==> src/rtl/interface_skid_fifo_pkg.sv <==
// Shared definitions for interface_skid_fifo: default sizes, count/pointer types and
// the pointer-increment helper that wraps at DEPTH-1 for any depth.
package interface_skid_fifo_pkg;

    localparam int DEF_DATA_WIDTH = 32;
    localparam int DEF_DEPTH      = 2;
    localparam int DEF_CNT_W      = $clog2(DEF_DEPTH + 1);
    localparam int DEF_PTR_W      = (DEF_DEPTH > 1) ? $clog2(DEF_DEPTH) : 1;

    typedef logic [DEF_CNT_W-1:0] cnt_t;
    typedef logic [DEF_PTR_W-1:0] ptr_t;

    // Explicit wrap so non-power-of-two depths never visit unused slots.
    function automatic int unsigned ptr_wrap_inc(input int unsigned ptr,
                                                 input int unsigned depth);
        return (ptr >= depth - 32'd1) ? 32'd0 : ptr + 32'd1;
    endfunction

endpackage

==> src/rtl/interface_skid_mem.sv <==
// Payload storage for interface_skid_fifo: DEPTH x DATA_WIDTH registers, one write
// port and one asynchronous read port. Payload is deliberately not reset.
module interface_skid_mem #(
    parameter int DATA_WIDTH = 32,
    parameter int DEPTH      = 2,
    parameter int ADDR_W     = 1
) (
    input  logic                  clk,
    input  logic                  we,
    input  logic [ADDR_W-1:0]     waddr,
    input  logic [DATA_WIDTH-1:0] wdata,
    input  logic [ADDR_W-1:0]     raddr,
    output logic [DATA_WIDTH-1:0] rdata
);

    logic [DATA_WIDTH-1:0] r_mem [DEPTH];

    generate
        for (genvar gi = 0; gi < DEPTH; gi++) begin : g_entry
            always_ff @(posedge clk) begin
                if (we && (waddr == ADDR_W'(gi))) begin
                    r_mem[gi] <= wdata;
                end
            end
        end
    endgenerate

    assign rdata = r_mem[raddr];

endmodule

==> src/rtl/interface_skid_fifo.sv <==
// Elastic valid/ready buffer with ready_out decoupled from ready_in.
// Define INTF_SKID_REG_OUT_EN for registered-output mode (no in->out combinational path).
module interface_skid_fifo
    import interface_skid_fifo_pkg::*;
#(
    parameter  int DATA_WIDTH = DEF_DATA_WIDTH,
    parameter  int DEPTH      = DEF_DEPTH,
    localparam int CNT_W      = $clog2(DEPTH + 1)
) (
    input  logic                  clk,
    input  logic                  rst,
    input  logic                  flush,
    input  logic                  valid_in,
    input  logic [DATA_WIDTH-1:0] data_in,
    output logic                  ready_out,
    output logic                  valid_out,
    output logic [DATA_WIDTH-1:0] data_out,
    input  logic                  ready_in,
    output logic [CNT_W-1:0]      count,
    output logic                  full,
    output logic                  empty
);

    localparam int PTR_W = (DEPTH > 1) ? $clog2(DEPTH) : 1;

    logic [PTR_W-1:0]      r_head;
    logic [PTR_W-1:0]      r_tail;
    logic [CNT_W-1:0]      r_count;
    logic [DATA_WIDTH-1:0] w_rdata;
    logic                  w_full;
    logic                  w_empty;
    logic                  w_enq;
    logic                  w_deq;
    logic                  w_store;
    logic                  w_pop;

    assign w_full    = (r_count == CNT_W'(DEPTH));
    assign w_empty   = (r_count == '0);
    assign ready_out = !w_full && !flush;
    assign w_enq     = valid_in && ready_out;

`ifdef INTF_SKID_REG_OUT_EN
    assign valid_out = !w_empty && !flush;
    assign data_out  = w_empty ? '0 : w_rdata;
    assign w_store   = w_enq;
`else
    // When empty the beat is offered downstream directly and only stored if refused.
    assign valid_out = (w_empty ? valid_in : 1'b1) && !flush;
    assign data_out  = w_empty ? data_in : w_rdata;
    assign w_store   = w_enq && !(w_empty && ready_in);
`endif

    assign w_deq = valid_out && ready_in;
    assign w_pop = w_deq && !w_empty;

    interface_skid_mem #(
        .DATA_WIDTH (DATA_WIDTH),
        .DEPTH      (DEPTH),
        .ADDR_W     (PTR_W)
    ) u_mem (
        .clk   (clk),
        .we    (w_store),
        .waddr (r_tail),
        .wdata (data_in),
        .raddr (r_head),
        .rdata (w_rdata)
    );

    always_ff @(posedge clk or negedge rst) begin
        if (!rst) begin
            r_head  <= '0;
            r_tail  <= '0;
            r_count <= '0;
        end else if (flush) begin
            r_head  <= '0;
            r_tail  <= '0;
            r_count <= '0;
        end else begin
            if (w_store) begin
                r_tail <= PTR_W'(ptr_wrap_inc(32'(r_tail), DEPTH));
            end
            if (w_pop) begin
                r_head <= PTR_W'(ptr_wrap_inc(32'(r_head), DEPTH));
            end
            r_count <= r_count + CNT_W'(w_store) - CNT_W'(w_pop);
        end
    end

    assign count = r_count;
    assign full  = w_full;
    assign empty = w_empty;

endmodule

==> config.mk <==
export PLATFORM = sky130hd
export DESIGN_NAME = interface_skid_fifo
export DESIGN_NICKNAME = d
export VERILOG_FILES = /design/src/rtl/interface_skid_fifo_pkg.sv /design/src/rtl/interface_skid_mem.sv /design/src/rtl/interface_skid_fifo.sv
export SDC_FILE = /design/constraint.sdc
export NUM_CORES = 1
export LEC_CHECK = 0
export BUFFER_PORTS_ARGS = -buffer_cell sky130_fd_sc_hd__buf_2
export CELL_PAD_IN_SITES_DETAIL_PLACEMENT = 1
export CELL_PAD_IN_SITES_GLOBAL_PLACEMENT = 1
export CORE_ASPECT_RATIO = 2
export CORE_MARGIN = 2
export CORE_UTILIZATION = 43
export CTS_BUF_LIST = sky130_fd_sc_hd__clkbuf_16
export DETAILED_ROUTE_END_ITERATION = 7
export PLACE_DENSITY = 0.9
export SLEW_MARGIN = 0
export SYNTH_ARGS = -nofsm -noshare
export SYNTH_HDL_FRONTEND = slang
export SYNTH_SLANG_ARGS = --single-unit
==> constraint.sdc <==
create_clock -name clk -period 3 [get_ports clk]
set_input_delay 0.3 -clock clk [delete_from_list [all_inputs] [get_ports clk]]
set_output_delay 0.3 -clock clk [all_outputs]
set_load 0.02 [all_outputs]
# Word level (Yosys, flattened, before mapping)
# Memories as Yosys holds them, arrays and structs flattened.
# Cells that the tools add are included.
# Widths: inputs -> output; s select.
dict set report word_totals {
  inputBits 37
  reg_bits 4
  mem_count 1
  ramBits 64
  out_inout_bits 38
  elab_cells 45
}
dict set report op_classes {
  magnitude_cmp 2
  add_sub_neg 4
  n_eq_ne 1
  reduce_logical 17
  muxes 16
  bitwise 1
}
# memory words word_bits read_ports rd_ports_with_merged_regs wr line_no
set memory_table {}
lappend memory_table {u_mem.r_mem 2 32 1 0 1 interface_skid_mem.sv:16} ;# logic [DATA_WIDTH-1:0] r_mem [DEPTH];
# cell n
set ops {}
lappend ops {{$mux 32} 2}
lappend ops {{$reduce_or 32->1} 1}
lappend ops {{$mux 1} 13}
lappend ops {{$logic_and 1x1->1} 9}
lappend ops {{$logic_not 1->1} 4}
lappend ops {{$reduce_bool 2->1} 2}
lappend ops {{$add 1x1->1 const B} 2}
lappend ops {{$add 2x1->2} 1}
lappend ops {{$eq 2x2->1 const B} 1}
lappend ops {{$ge 1x1->1 const B} 2}
lappend ops {{$logic_not 2->1} 1}
lappend ops {{$mux 2} 1}
lappend ops {{$sub 2x1->2} 1}
lappend ops {{$not 1->1} 1}

# Logic depth before layout (Yosys ltp)
# Gate-level depths: netlist (run 1).
dict set report logic_depth {
  ltp_word 10
  depth_mapped 8
  ltp_nobuf 8
}

# By module
# A second synthesis (run 1) with hierarchy kept.
dict set report hier_totals {
  hier_cells 166
  hier_area_um2 3239.4
}
# mod area_per_inst_um2 cells_per_inst seq_area_each_um2 instances
set by_module_without_submodules {}
lappend by_module_without_submodules {interface_skid_mem 2478.6 102 1921.8 1}
lappend by_module_without_submodules {interface_skid_fifo 760.7 64 100.1 1}

# Least setup slack after synthesis (run 1)
# Ideal clock, no wire load.
dict set report synth_path {
  kind {register to register}
  startpoint {reg r_count[1], in the netlist count[1]}
  endpoint {mem u_mem.r_mem[0][0] (enable)}
  arrival_ns 2.198
  setup_ns 0.421
  path_buffers 0
  path_slack_ns 0.380
  stages_incl_launch_ff 4
  cell_sequence {dfrtp_1 o21bai_1 nand3b_1 nor2_1}
}
dict set report synth_between {
  elab_chain_cells 10
  elab_cells_between_ends 17
  classes_between {eq/ne (1); mux (6); reduce/logical (10)}
}
# item line_no
set synth_lines {}
lappend synth_lines {{start, declared} interface_skid_fifo.sv:28} ;# logic [CNT_W-1:0] r_count;
lappend synth_lines {{start signal, assigned} interface_skid_fifo.sv:85} ;# r_count <= r_count + CNT_W'(w_store) - CNT_W'(w_pop);
lappend synth_lines {{$eq 2x2->1} interface_skid_fifo.sv:37} ;# assign w_full = (r_count == CNT_W'(DEPTH));
lappend synth_lines {{$logic_not 1->1} interface_skid_fifo.sv:39} ;# assign ready_out = !w_full && !flush;
lappend synth_lines {{$logic_and 1x1->1} interface_skid_fifo.sv:39}
lappend synth_lines {{$logic_and 1x1->1} interface_skid_fifo.sv:40} ;# assign w_enq = valid_in && ready_out;
lappend synth_lines {{$logic_and 1x1->1 *} interface_skid_fifo.sv:50} ;# assign w_store = w_enq && !(w_empty && ready_in);
lappend synth_lines {{$logic_and 1x1->1} interface_skid_mem.sv:21} ;# if (we && (waddr == ADDR_W'(gi))) begin
lappend synth_lines {{$mux 1} interface_skid_mem.sv:21}
lappend synth_lines {{$mux 1 (implied by the code)} interface_skid_mem.sv:22} ;# r_mem[gi] <= wdata;
lappend synth_lines {{$reduce_or 32->1 (no line)} -}
lappend synth_lines {{$mux 1 (no line)} -}
lappend synth_lines {{end, declared} interface_skid_mem.sv:16}
# Mark *: on every way between the ends. The rest lies on a longest branch, timed or not.

# Worst setup path in the final report (run 1)
dict set report layout_path {
  startpoint {reg r_count[1], in the netlist count[1]}
  endpoint {out data_out[30]}
}
dict set report layout_between {
  elab_chain_cells 2
}
# item line_no
set layout_lines {}
lappend layout_lines {{$logic_not 2->1} interface_skid_fifo.sv:38} ;# assign w_empty = (r_count == '0);
lappend layout_lines {{$mux 32} interface_skid_fifo.sv:49} ;# assign data_out = w_empty ? data_in : w_rdata;
lappend layout_lines {{end, declared} interface_skid_fifo.sv:17} ;# output logic [DATA_WIDTH-1:0] data_out,
# No other way between the ends.

==> results of run 1 <==
## synth_stat cells
cell type  instances
o21ai_1           11
ha_1               2
buf_2              2
edfxtp_1          64
o21ai_0            1
xor2_1             2
or2_1              1
buf_12             1
nand2_1           29
nor2_1             8
a211oi_1           1
mux2i_1           32
nor3_1             1
nor2b_1            2
buf_4              2
inv_1              2
o21bai_1           2
dfrtp_1            4
clkbuf_2           1
nand2_2            3
buf_6              4
nand3b_1           1
inv_2              1
and2_1             1
o21ai_2           21
buf_8              1
## flip-flops by register name, summed over array words and instances (netlist names)
register,count
r_head,1
r_tail,1
count,2
u_mem.r_mem,64
## metrics by stage
stage / util [%] / power, mW
2_1_floorplan: - / 1.61
3_3_place_gp: 51.0 / 1.75
3_5_place_dp: 51.0 / 1.78
4_1_cts: 55.8 / 2.87
5_1_grt: 55.8 / 2.96
6_report: 55.8 / 2.83
## kinds of logic (layout without fill, tap and decap cells)
| logic type | after synthesis | after routing | synth area share [%] |
|---|---|---|---|
| AO/OA/AOI/OAI | 36 | 36 | 8.98 |
| AND/OR/NAND/NOR | 46 | 46 | 6.58 |
| flip-flops | 68 | 68 | 68.1 |
| adder cells (fa/ha/maj) | 2 | 2 | 0.843 |
| XOR/XNOR | 2 | 2 | 0.590 |
| buffers and inverters | 14 | 99 | 4.09 |
| multiplexers | 32 | 32 | 10.8 |
## power by group
group          switching, mW  internal [mW]
registers             0.0264           1.08
logic                  0.418          0.223
clock network          0.367          0.716
total                  0.811           2.02
## final cells by class
| type | count | share of cell area, % |
|---|---|---|
| inverters | 3 | 0.302 |
| flip-flops and latches | 68 | 54.3 |
| multi-input cells | 118 | 22.5 |
| clock buffers | 9 | 6.05 |
| clock inverters | 7 | 2.25 |
| repair buffers | 80 | 11.6 |
| well taps | 88 | 2.96 |
## layer usage
layer	GRT usage [%]	part of all wire, %
met3	4.27	2.9
met4	8.75	1.9
met1	19.0	35
met2	35.0	60
met5	0	0
## worst min-delay path by stage
stage / start / end / slack [ns] / depth (start not counted)
finish: data_in[25] / u_mem.r_mem[1][25]$_DFFE_PP_ / 0.18 / 1
global route: data_in[25] / u_mem.r_mem[0][25]$_DFFE_PP_ / 0.16 / 1
CTS: data_in[25] / u_mem.r_mem[1][25]$_DFFE_PP_ / 0.16 / 1
detailed placement: rst / count[1]$_DFF_PN0_ / 0.12 / 1
global placement: rst / count[1]$_DFF_PN0_ / 0.12 / 1
floorplan: rst / count[0]$_DFF_PN0_ / 0.004 / 0
## worst register-to-register path, stage by stage, from the launching register on
cell      delay [ns]
dfrtp_1         0.44
o21bai_1        0.21
nand3b_1        0.25
nor2_4          0.54
buf_4           0.34
==> metrics.md, run 1 <==
| Metric | Value |
|---|---|
| Status | `completed` |
| Worst Max-Slew Pin Slew | `0.593 ns` |
| Register bit total from synthesis | `68` |
| Layout area overhead | `25.5%` |
| R2R Setup Slk | `0.91 ns` |
| Detailed Route Iter0 Violations | `75` |
| Commonest non-fill, non-tap cell in the layout | `buf_2` |
| Setup WS pre-CTS | `0.860 ns` |
| Pins Over Slew Limit | `0` |
| Area contributors post-synth | `edfxtp_1, mux2i_1, o21ai_2` |
| Core ar. | `between 6000 and 7000 µm²` |
| Multi-input gate area | `840 µm²` |
| Non-Filler Instances | `about 370` |
| GPL Wtd Cong | `around 0.77` |
| FP Rows | `42` |
| CP delay by family, top | `buffers and inverters` |
| Die Area | `~7600 µm²` |
| Hold Vio Cnt, Final | `0` |
| Layout cell share with drive strength beyond 1 | `42.1%` |
| Final instance area | `3720 µm²` |
| Fmax | `0.405 GHz` |
| Final HPWL DP | `~4600 µm` |
| Yosys top cell area share | `64.8%` |
| RSZ-0062 raised after global routing | `false` |
| Worst hold slack | `0.177 ns` |
| Setup Buffers After CTS | `0` |
| Reg clk slew, reported paths | `0.05 ns` |
| Crit path depth | `6` |
| VDD IR-drop max | `approximately 520 µV` |
| Sequential cell area fraction in the yosys report | `68.1%` |
| Post-DP Area | `3400 µm²` |
| Post_cts resized | `0` |
| Hold Crit Class | `primary input to register` |
| Startpoint Class | `register` |
| Drt pass-1 iters | `4` |
| CTS Root Cell | `clkbuf_16` |
| Fin crit period | `2.47 ns` |
| WS Path Type | `register to output port` |
| Cell variety after synth | `26` |
| Ant diodes | `0` |
| Syn Area/Cell | `14.8 µm²` |
| Worst Clk Skew | `0.00424 ns` |
| Number of max-cap violations | `0` |
| Leak | `about 1.5 nW` |
| Mapped Cells | `200` |
| Required @ worst endpoint | `2.70 ns` |
| First-pass GRT wire length | `about 10000 µm` |
| Slowest CP cell | `inv_2` |
| Vias in the first global route | `between 1500 and 2000` |
| Reg-to-reg endpoint | `u_mem.r_mem[0][29]$_DFFE_PP_` |
| CP cell instances | `or2_1, inv_2, buf_12, nand2_1, o21ai_2, buf_2` |
| Drt via density | `4.99` |
| Wire per inst | `around 17 µm` |
| Synth Net Count | `239` |
| Crit path buf inv count | `3` |
| Power Density | `roughly 760 nW/µm²` |
| Routed Antenna Nets | `0` |
| Largest net degree at the start of global routing | `36` |
| YS warnings | `0` |
| Setup TNS | `0 ns` |
| Crit. End Element | `output port` |
| Crit path from | `count[1]$_DFF_PN0_` |
| Ports | `75` |
| Most frequent cells in the layout | `buf_2, edfxtp_1, mux2i_1` |
| Routed wire length | `6410 µm` |
| GRT Resource Usage Total | `between 10% and 20%` |
| Yosys top cell by area | `edfxtp_1` |
| Crit path arrival time | `between 2 and 2.5 ns` |
| Final setup violating endpoints | `0` |
| Grt ovf | `0` |
| Critical Path Sink | `data_out[30]` |
| Port bufs | `74` |
| Initial antenna violation count | `0` |
| Synth Cell Area | `2970 µm²` |
| Period utilisation layout | `82.2%` |
| Die X | `approximately 63 µm` |
| Reg2Reg Depth | `4` |
| Htree depth | `3` |
| Clk_lat worst skew | `0.33 ns` |
| R2r startpoint | `count[1]$_DFF_PN0_` |
| Reg area | `2020 µm²` |
| Worst Path Max Fanout | `35` |
| Clock buffer depth | `2` |
| Post-CTS Hold Buffers | `1` |
| # fillers | `680` |
| Clk sinks | `68` |
| Placed cells | `356` |
| Die outline height | `121 µm` |
| Fin worst setup slack | `0.533 ns` |
| Via count | `1862` |
| CP max stage delay | `between 0.4 and 0.5 ns` |
| DRC violations left | `0` |
| Initial core utilization | `between 40% and 50%` |
| Slew HR | `roughly three fifths` |
| Total CTS buffers | `9` |
| CTS tree | `done` |
| Nets | `319` |
(Power assumes the default switching activity.)
==> inputs of run 2 (changes only) <==
ABC_AREA = 1   (was unset)
CORE_UTILIZATION = 41   (was 43)
PLACE_DENSITY = 0.89   (was 0.9)
clock period = 2.5 ns   (was 3 ns; I/O delays follow)
==> metrics.md, run 2 <==
| Metric | Value |
|---|---|
| WS Path Type | `register to output port (unchanged)` |
| Hold endpoint | `u_mem.r_mem[0][31]$_DFFE_PP_ (was u_mem.r_mem[1][25]$_DFFE_PP_)` |
| Startpoint Class | `register (unchanged)` |
| Number of max-cap violations | `0 (unchanged)` |
| Initial antenna violation count | `0 (unchanged)` |
| Layout cell share with drive strength beyond 1 | `29.1% (was 42.1%)` |
| Number of flops mapped to enable cells by yosys | `64 (unchanged)` |
| FP Rows | `43 (was 42)` |
| R2R Setup Slk | `0.60 ns (was 0.91 ns)` |
| Total CTS buffers | `9 (unchanged)` |
| Mapped Cells | `242 (was 200)` |
| Wire per inst | `16.7 µm (was 17.2 µm)` |
| Final setup violating endpoints | `0 (unchanged)` |
| Port bufs | `74 (unchanged)` |
| Worst Max-Slew Pin Slew | `0.634 ns (was 0.593 ns)` |
| Crit path arrival time | `1.83 ns (was 2.17 ns)` |
| Initial core utilization | `41.6% (was 44.5%)` |
| Core ar. | `6830 µm² (was 6670 µm²)` |
| Layout area overhead | `24.8% (was 25.5%)` |
| Clk_lat worst skew | `0.33 ns (about the same)` |
| Crit. End Element | `output port (unchanged)` |
| First-pass GRT wire length | `11200 µm (was 10200 µm)` |
| Largest net degree at the start of global routing | `36 (unchanged)` |
| Cell variety after synth | `18 (was 26)` |
| Async set-reset flop share out of synthesis | `5.88% (unchanged)` |
| Largest Register | `u_mem.r_mem (unchanged)` |
| Pins Over Slew Limit | `0 (unchanged)` |
| Grt ovf | `0 (unchanged)` |
| Setup TNS | `0 ns (unchanged)` |
| Max reg flops | `64 (unchanged)` |
| R2r startpoint | `count[1]$_DFF_PN0_ (unchanged)` |
| Ant diodes | `0 (unchanged)` |
| Register bit total from synthesis | `68 (unchanged)` |
| Synth Cell Area | `2850 µm² (was 2970 µm²)` |
| Fin worst setup slack | `0.423 ns (was 0.533 ns)` |
| Die Area | `7660 µm² (was 7620 µm²)` |
| Synth Net Count | `281 (was 239)` |
| CTS tree | `done (unchanged)` |
| GRT Resource Usage Total | `19.5% (was 18.6%)` |
| Clock buffer depth | `2 (unchanged)` |
| HP Start | `data_in[31] (was data_in[25])` |
| Required @ worst endpoint | `2.25 ns (was 2.70 ns)` |
| Vias in the first global route | `2229 (was 1982)` |
| Power Density | `942 nW/µm² (was 761 nW/µm²)` |
| Hold Vio Cnt, Final | `0 (unchanged)` |
| Reg-to-reg endpoint | `count[1]$_DFF_PN0_ (was u_mem.r_mem[0][29]$_DFFE_PP_)` |
| Leak | `1.52 nW (was 1.45 nW)` |
| Status | `completed (unchanged)` |
| Drt pass-1 iters | `4 (unchanged)` |
| Post_cts resized | `0 (unchanged)` |
| Period utilisation layout | `just over 80%` |
| Clk sinks | `68 (unchanged)` |
| Setup Buffers After CTS | `0 (unchanged)` |
| Count leader, synth | `a21oi_1 (was edfxtp_1)` |
| Setup WS pre-CTS | `0.581 ns (was 0.860 ns)` |
| Worst Clk Skew | `0.00597 ns (was 0.00424 ns)` |
| Worst Path Max Fanout | `34 (was 35)` |
| Top cells by count, synth | `a21oi_1, edfxtp_1, nor2_1 (was edfxtp_1, mux2i_1, nand2_1)` |
| YS warnings | `0 (unchanged)` |
| Die X | `62.9 µm (was 62.7 µm)` |
| Reg clk slew, reported paths | `0.05 ns (about the same)` |
| DRC violations left | `0 (unchanged)` |
| Area contributors post-synth | `edfxtp_1, a21oi_1, nor2_1 (was edfxtp_1, mux2i_1, o21ai_2)` |
| Via count | `2113 (was 1862)` |
| Die outline height | `122 µm (was 121 µm)` |
| Syn Area/Cell | `11.8 µm² (was 14.8 µm²)` |
| Hold Crit Class | `primary input to register (unchanged)` |
| Nets | `360 (was 319)` |
| Ports | `75 (unchanged)` |
| Fin crit period | `between 2 and 2.5 ns` |
| Final HPWL DP | `4690 µm (was 4550 µm)` |
| Fmax | `0.481 GHz` |
| Most frequent cells in the layout | `buf_2, a21oi_1, edfxtp_1 (was buf_2, edfxtp_1, mux2i_1)` |
| Routed Antenna Nets | `0 (unchanged)` |
| GPL Wtd Cong | `0.798 (was 0.773)` |
| Synth Flop Type | `edfxtp_1 (unchanged)` |
| Yosys top cell area share | `67.5% (was 64.8%)` |
| VDD IR-drop max | `603 µV (was 522 µV)` |
| Slew HR | `57.7% (was 60.4%)` |
| # fillers | `771 (was 680)` |
| RSZ-0062 raised after global routing | `false (unchanged)` |
| Routed wire length | `6950 µm (was 6410 µm)` |
| Yosys top cell by area | `edfxtp_1 (unchanged)` |
| Hold Path Depth | `1 (unchanged)` |
| CTS Root Cell | `clkbuf_16 (unchanged)` |
| Commonest non-fill, non-tap cell in the layout | `buf_2 (unchanged)` |
| Drt via density | `5.08 (was 4.99)` |
| Reg2Reg Depth | `9 (was 4)` |
| Detailed Route Iter0 Violations | `85 (was 75)` |
| Sequential cell area fraction in the yosys report | `71.1% (was 68.1%)` |
| Htree depth | `3 (unchanged)` |
[run 2: cell types whose count changed after synthesis, sizes merged, moves of 4 or more]
| cell | before | now |
|---|---|---|
| inv | 3 | 10 |
| nand2 | 32 | 36 |
| a21oi | 0 | 66 |
| nor2 | 8 | 40 |
| o21ai | 33 | 0 |
| mux2i | 32 | 0 |
[run 2: worst max-delay path, cell delays in order, from the launching register on]
cell and delay, ns:
dfrtp_1 0.46, nor2_4 0.08, inv_2 0.47, nor2_1 0.08
a21oi_1 0.19, buf_2 0.20
[run 2: worst max-delay path by stage]
stage / cells after the start / startpoint / slack [ns] / endpoint
finish: 5 / count[1]$_DFF_PN0_ / 0.42 / data_out[17]
global route: 5 / count[1]$_DFF_PN0_ / 0.26 / data_out[16]
CTS: 5 / count[1]$_DFF_PN0_ / 0.37 / data_out[17]
detailed placement: 8 / count[1]$_DFF_PN0_ / 0.58 / count[0]$_DFF_PN0_
global placement: 8 / count[1]$_DFF_PN0_ / 0.70 / count[0]$_DFF_PN0_
floorplan: 4 / count[0]$_DFF_PN0_ / 0.003 / u_mem.r_mem[1][0]$_DFFE_PP_
[run 2: layout make-up]
type	instances	area, µm²	share of cell area [%]
tap	90	113	3.17
sequential	68	2020	56.9
clock buffer	9	225	6.34
inverter	10	37.5	1.06
timing repair buffer	81	425	12.0
clock inverter	7	28.8	0.810
multi-input combinational	151	701	19.7
[run 2: layer usage]
| layer | GRT usage [%] | share of wire (%) | vias up |
|---|---|---|---|
| met2 | 34.2 | 53 | 66 |
| met3 | 5.72 | 5.4 | 10 |
| li1 | - | - | 1011 |
| met4 | 7.92 | 1.8 | 0 |
| met1 | 22.1 | 40 | 1026 |
| met5 | 0 | 0 | - |
[run 2: through the flow]
step	cells	total power [mW]	area, µm²	utilization [%]	hold WS, ns
2_1_floorplan	242	2.01	2850	-	-0.0456
3_3_place_gp	399	2.26	3290	48.1	0.0605
3_5_place_dp	399	2.32	3290	48.1	0.0673
4_1_cts	416	3.39	3550	52.0	0.114
5_1_grt	416	3.50	3550	52.0	0.123
6_report	416	3.35	3550	52.0	0.126
[run 2: what timing repair did]
action,4_1_cts,5_1_grt
endpoints found under the hold margin,4,0
hold buffers,1,0
endpoints found under the setup margin,0,0
[run 2: report_power, final]
part	total [mW]	switching [mW]	leakage, nW	internal, mW
registers	1.34	0.0263	0.636	1.32
logic	0.937	0.657	0.737	0.281
clock network	1.07	0.419	0.142	0.647
[run 2: kinds of logic (layout without fill, tap and decap cells)]
| logic type | after synthesis | count (layout) | share of synthesized area [%] |
|---|---|---|---|
| flip-flops | 68 | 68 | 71.1 |
| AO/OA/AOI/OAI | 66 | 66 | 11.6 |
| AND/OR/NAND/NOR | 82 | 82 | 11.6 |
| XOR/XNOR | 1 | 1 | 0.308 |
| adder cells (fa/ha/maj) | 2 | 2 | 0.879 |
| buffers and inverters | 23 | 107 | 4.57 |
==> inputs of run 3 (changes only) <==
ABC_AREA = 0   (was 1)
CORE_UTILIZATION = 38   (was 41)
PLACE_DENSITY = 0.85   (was 0.89)
clock period = 1.8 ns   (was 2.5 ns; I/O delays follow)
==> metrics.md, run 3 (synthesis results as in run 1) <==
| Metric | Value |
|---|---|
| Status | `finished, violations left (was completed)` |
| Failing checks | `negative setup slack` |
| Setup TNS | `-0.844 ns (was 0 ns)` |
| Most frequent cells in the layout | `edfxtp_1, buf_2, mux2i_1 (was buf_2, a21oi_1, edfxtp_1)` |
| Commonest non-fill, non-tap cell in the layout | `edfxtp_1 (was buf_2)` |
| Die X | `66.5 µm (was 62.9 µm)` |
| Initial antenna violation count | `0 (unchanged)` |
| Largest net degree at the start of global routing | `21 (was 36)` |
| GRT Resource Usage Total | `18.3% (was 19.5%)` |
| Worst Path Max Fanout | `4 (was 34)` |
| Initial core utilization | `39.0% (was 41.6%)` |
| GPL Wtd Cong | `0.710 (was 0.798)` |
| Worst Max-Slew Pin Slew | `0.306 ns (was 0.634 ns)` |
| Crit path buf inv count | `1 (was 2)` |
| Hold Vio Cnt, Final | `0 (unchanged)` |
| Fin crit period | `about 1.9 ns` |
| CTS tree | `done (unchanged)` |
| CP max stage delay | `0.41 ns (was 0.47 ns)` |
| Nets | `344 (was 360)` |
| Layout cell share with drive strength beyond 1 | `58.4% (was 29.1%)` |
| Pins Over Slew Limit | `0 (unchanged)` |
| Crit. End Element | `register (was output port)` |
| Drt via density | `5.08 (about the same)` |
| Post-DP Area | `3490 µm² (was 3290 µm²)` |
| Die outline height | `129 µm (was 122 µm)` |
| Hold Crit Class | `primary input to register (unchanged)` |
| Detailed Route Iter0 Violations | `87 (was 85)` |
| Worst Clk Skew | `0.00919 ns (was 0.00597 ns)` |
| Routed wire length | `7980 µm (was 6950 µm)` |
| Util after Layout | `60.0% (was 52.0%)` |
| Slew HR | `79.0% (was 57.7%)` |
| Ant diodes | `0 (unchanged)` |
| Clk_lat worst skew | `0.34 ns (was 0.33 ns)` |
| Reg clk slew, reported paths | `0.05 ns (about the same)` |
| CP delay by family, top | `adder cells (was buffers and inverters)` |
| Number of max-cap violations | `0 (unchanged)` |
| FP Rows | `45 (was 43)` |
| Port bufs | `74 (unchanged)` |
| Clk sinks | `68 (unchanged)` |
| Final setup violating endpoints | `26 (was 0)` |
| Wire per inst | `19.8 µm (was 16.7 µm)` |
| Required @ worst endpoint | `2.04 ns (was 2.25 ns)` |
| DRC violations left | `0 (unchanged)` |
| Leak | `1.78 nW (was 1.52 nW)` |
| Grt ovf | `0 (unchanged)` |
| Final instance area | `4560 µm² (was 3550 µm²)` |
| Die Area | `8580 µm² (was 7660 µm²)` |
| Startpoint Class | `register (unchanged)` |
| Crit path arrival time | `2.11 ns (was 1.83 ns)` |
| VDD IR-drop max | `740 µV (was 603 µV)` |
| Vias in the first global route | `2197 (was 2229)` |
| Clock buffer depth | `2 (unchanged)` |
| Final HPWL DP | `4320 µm (was 4690 µm)` |
| Routed Antenna Nets | `0 (unchanged)` |
| Power Density | `1210 nW/µm² (was 942 nW/µm²)` |
| First-pass GRT wire length | `11200 µm (about the same)` |
| Non-Filler Instances | `404 (was 416)` |
| CP cell instances | `o21bai_1, nand3b_1, ha_1, inv_1, ha_2, xor2_2, nor2_1, nor3_2 (was nor2_4, inv_2, nor2_1, a21oi_1, buf_2)` |
| Fmax | `0.535 GHz` |
| WS Path Type | `register to register (was register to output port)` |
| Drt pass-1 iters | `4 (unchanged)` |
| Placed cells | `368 (was 399)` |
| Ports | `75 (unchanged)` |
| Period utilisation layout | `104%` |
| Htree depth | `3 (unchanged)` |
| Largest Register | `u_mem.r_mem (unchanged)` |
| Via count | `2051 (was 2113)` |
| Worst hold slack | `0.0581 ns (was 0.126 ns)` |
| Total CTS buffers | `9 (unchanged)` |
| RSZ-0062 raised after global routing | `true (was false)` |
| Core ar. | `7600 µm² (was 6830 µm²)` |
| Fin worst setup slack | `-0.0675 ns (was 0.423 ns)` |
| Layout area overhead | `53.8% (was 24.8%)` |
| Slowest CP cell | `dfrtp_1 (was inv_2)` |
| Max reg flops | `64 (unchanged)` |
| CTS Root Cell | `clkbuf_16 (unchanged)` |
run 3: cell count changes in the layout (fill, tap and decap cells not counted), sizes merged, moves of 5 or more:
cell / change
clkbuf: +5
a21oi: -66
mux2i: +32
inv: -10
o21ai: +33
nor2: -32
buf: +19
run 3: area by class of cell:
type	instances	area (µm²)
tap	94	118
fill	725	3040
timing repair buffer	105	1060
clock inverter	7	58.8
clock buffer	9	225
sequential	68	2020
multi-input combinational	118	1060
inverter	3	16.3
run 3: worst register-to-register path, stage by stage, from the launching register on:
cell	delay (ns)
dfrtp_1	0.41
o21bai_1	0.20
nand3b_1	0.14
ha_1	0.33
inv_1	0.08
ha_2	0.19
xor2_2	0.17
nor2_1	0.09
nor3_2	0.17
run 3: per-stage QoR:
stage / setup slack, ns / power (mW)
floorplan: -0.320 / 2.68
global placement: 0.126 / 2.97
detailed placement: -0.0431 / 3.01
CTS: -0.0418 / 5.15
global route: -0.132 / 5.72
finish: -0.0675 / 5.52
run 3: power breakdown:
group	internal [mW]	total [mW]	switching (mW)
registers	1.80	1.84	0.0316
logic	0.997	2.00	1.00
clock network	1.05	1.68	0.631
total	3.85	5.52	1.67
run 3: timing repair:
action | 4_1_cts | 5_1_grt
gates resized for setup | 68 | 67
endpoints found under the setup margin | 34 | 48
pin swaps | 2 | 22
hold buffers | 1 | 0
gates cloned | 4 | 5
endpoints found under the hold margin | 4 | 0
setup buffers | 6 | 5
run 3: final timing paths:
kind	slack, ns	end	from	depth (start not counted)
min in group asynchronous	0.20	count[0]$_DFF_PN0_	rst	2
hold / removal	0.06	u_mem.r_mem[0][8]$_DFFE_PP_	data_in[8]	1
max in group asynchronous	1.46	r_head$_DFFE_PN0P_	rst	2
hold reg to reg	0.55	r_tail$_DFFE_PN0P_	r_tail$_DFFE_PN0P_	1
setup / recovery	-0.07	count[1]$_DFF_PN0_	count[1]$_DFF_PN0_	8
setup reg to reg	-0.07	count[1]$_DFF_PN0_	count[1]$_DFF_PN0_	8
run 3: routing by layer:
metal  track usage (%)  share of wire (%)
met1              17.4                 32
met2              34.3                 62
met3              4.72                3.9
met4              9.60                2.0
met5                 0                  0
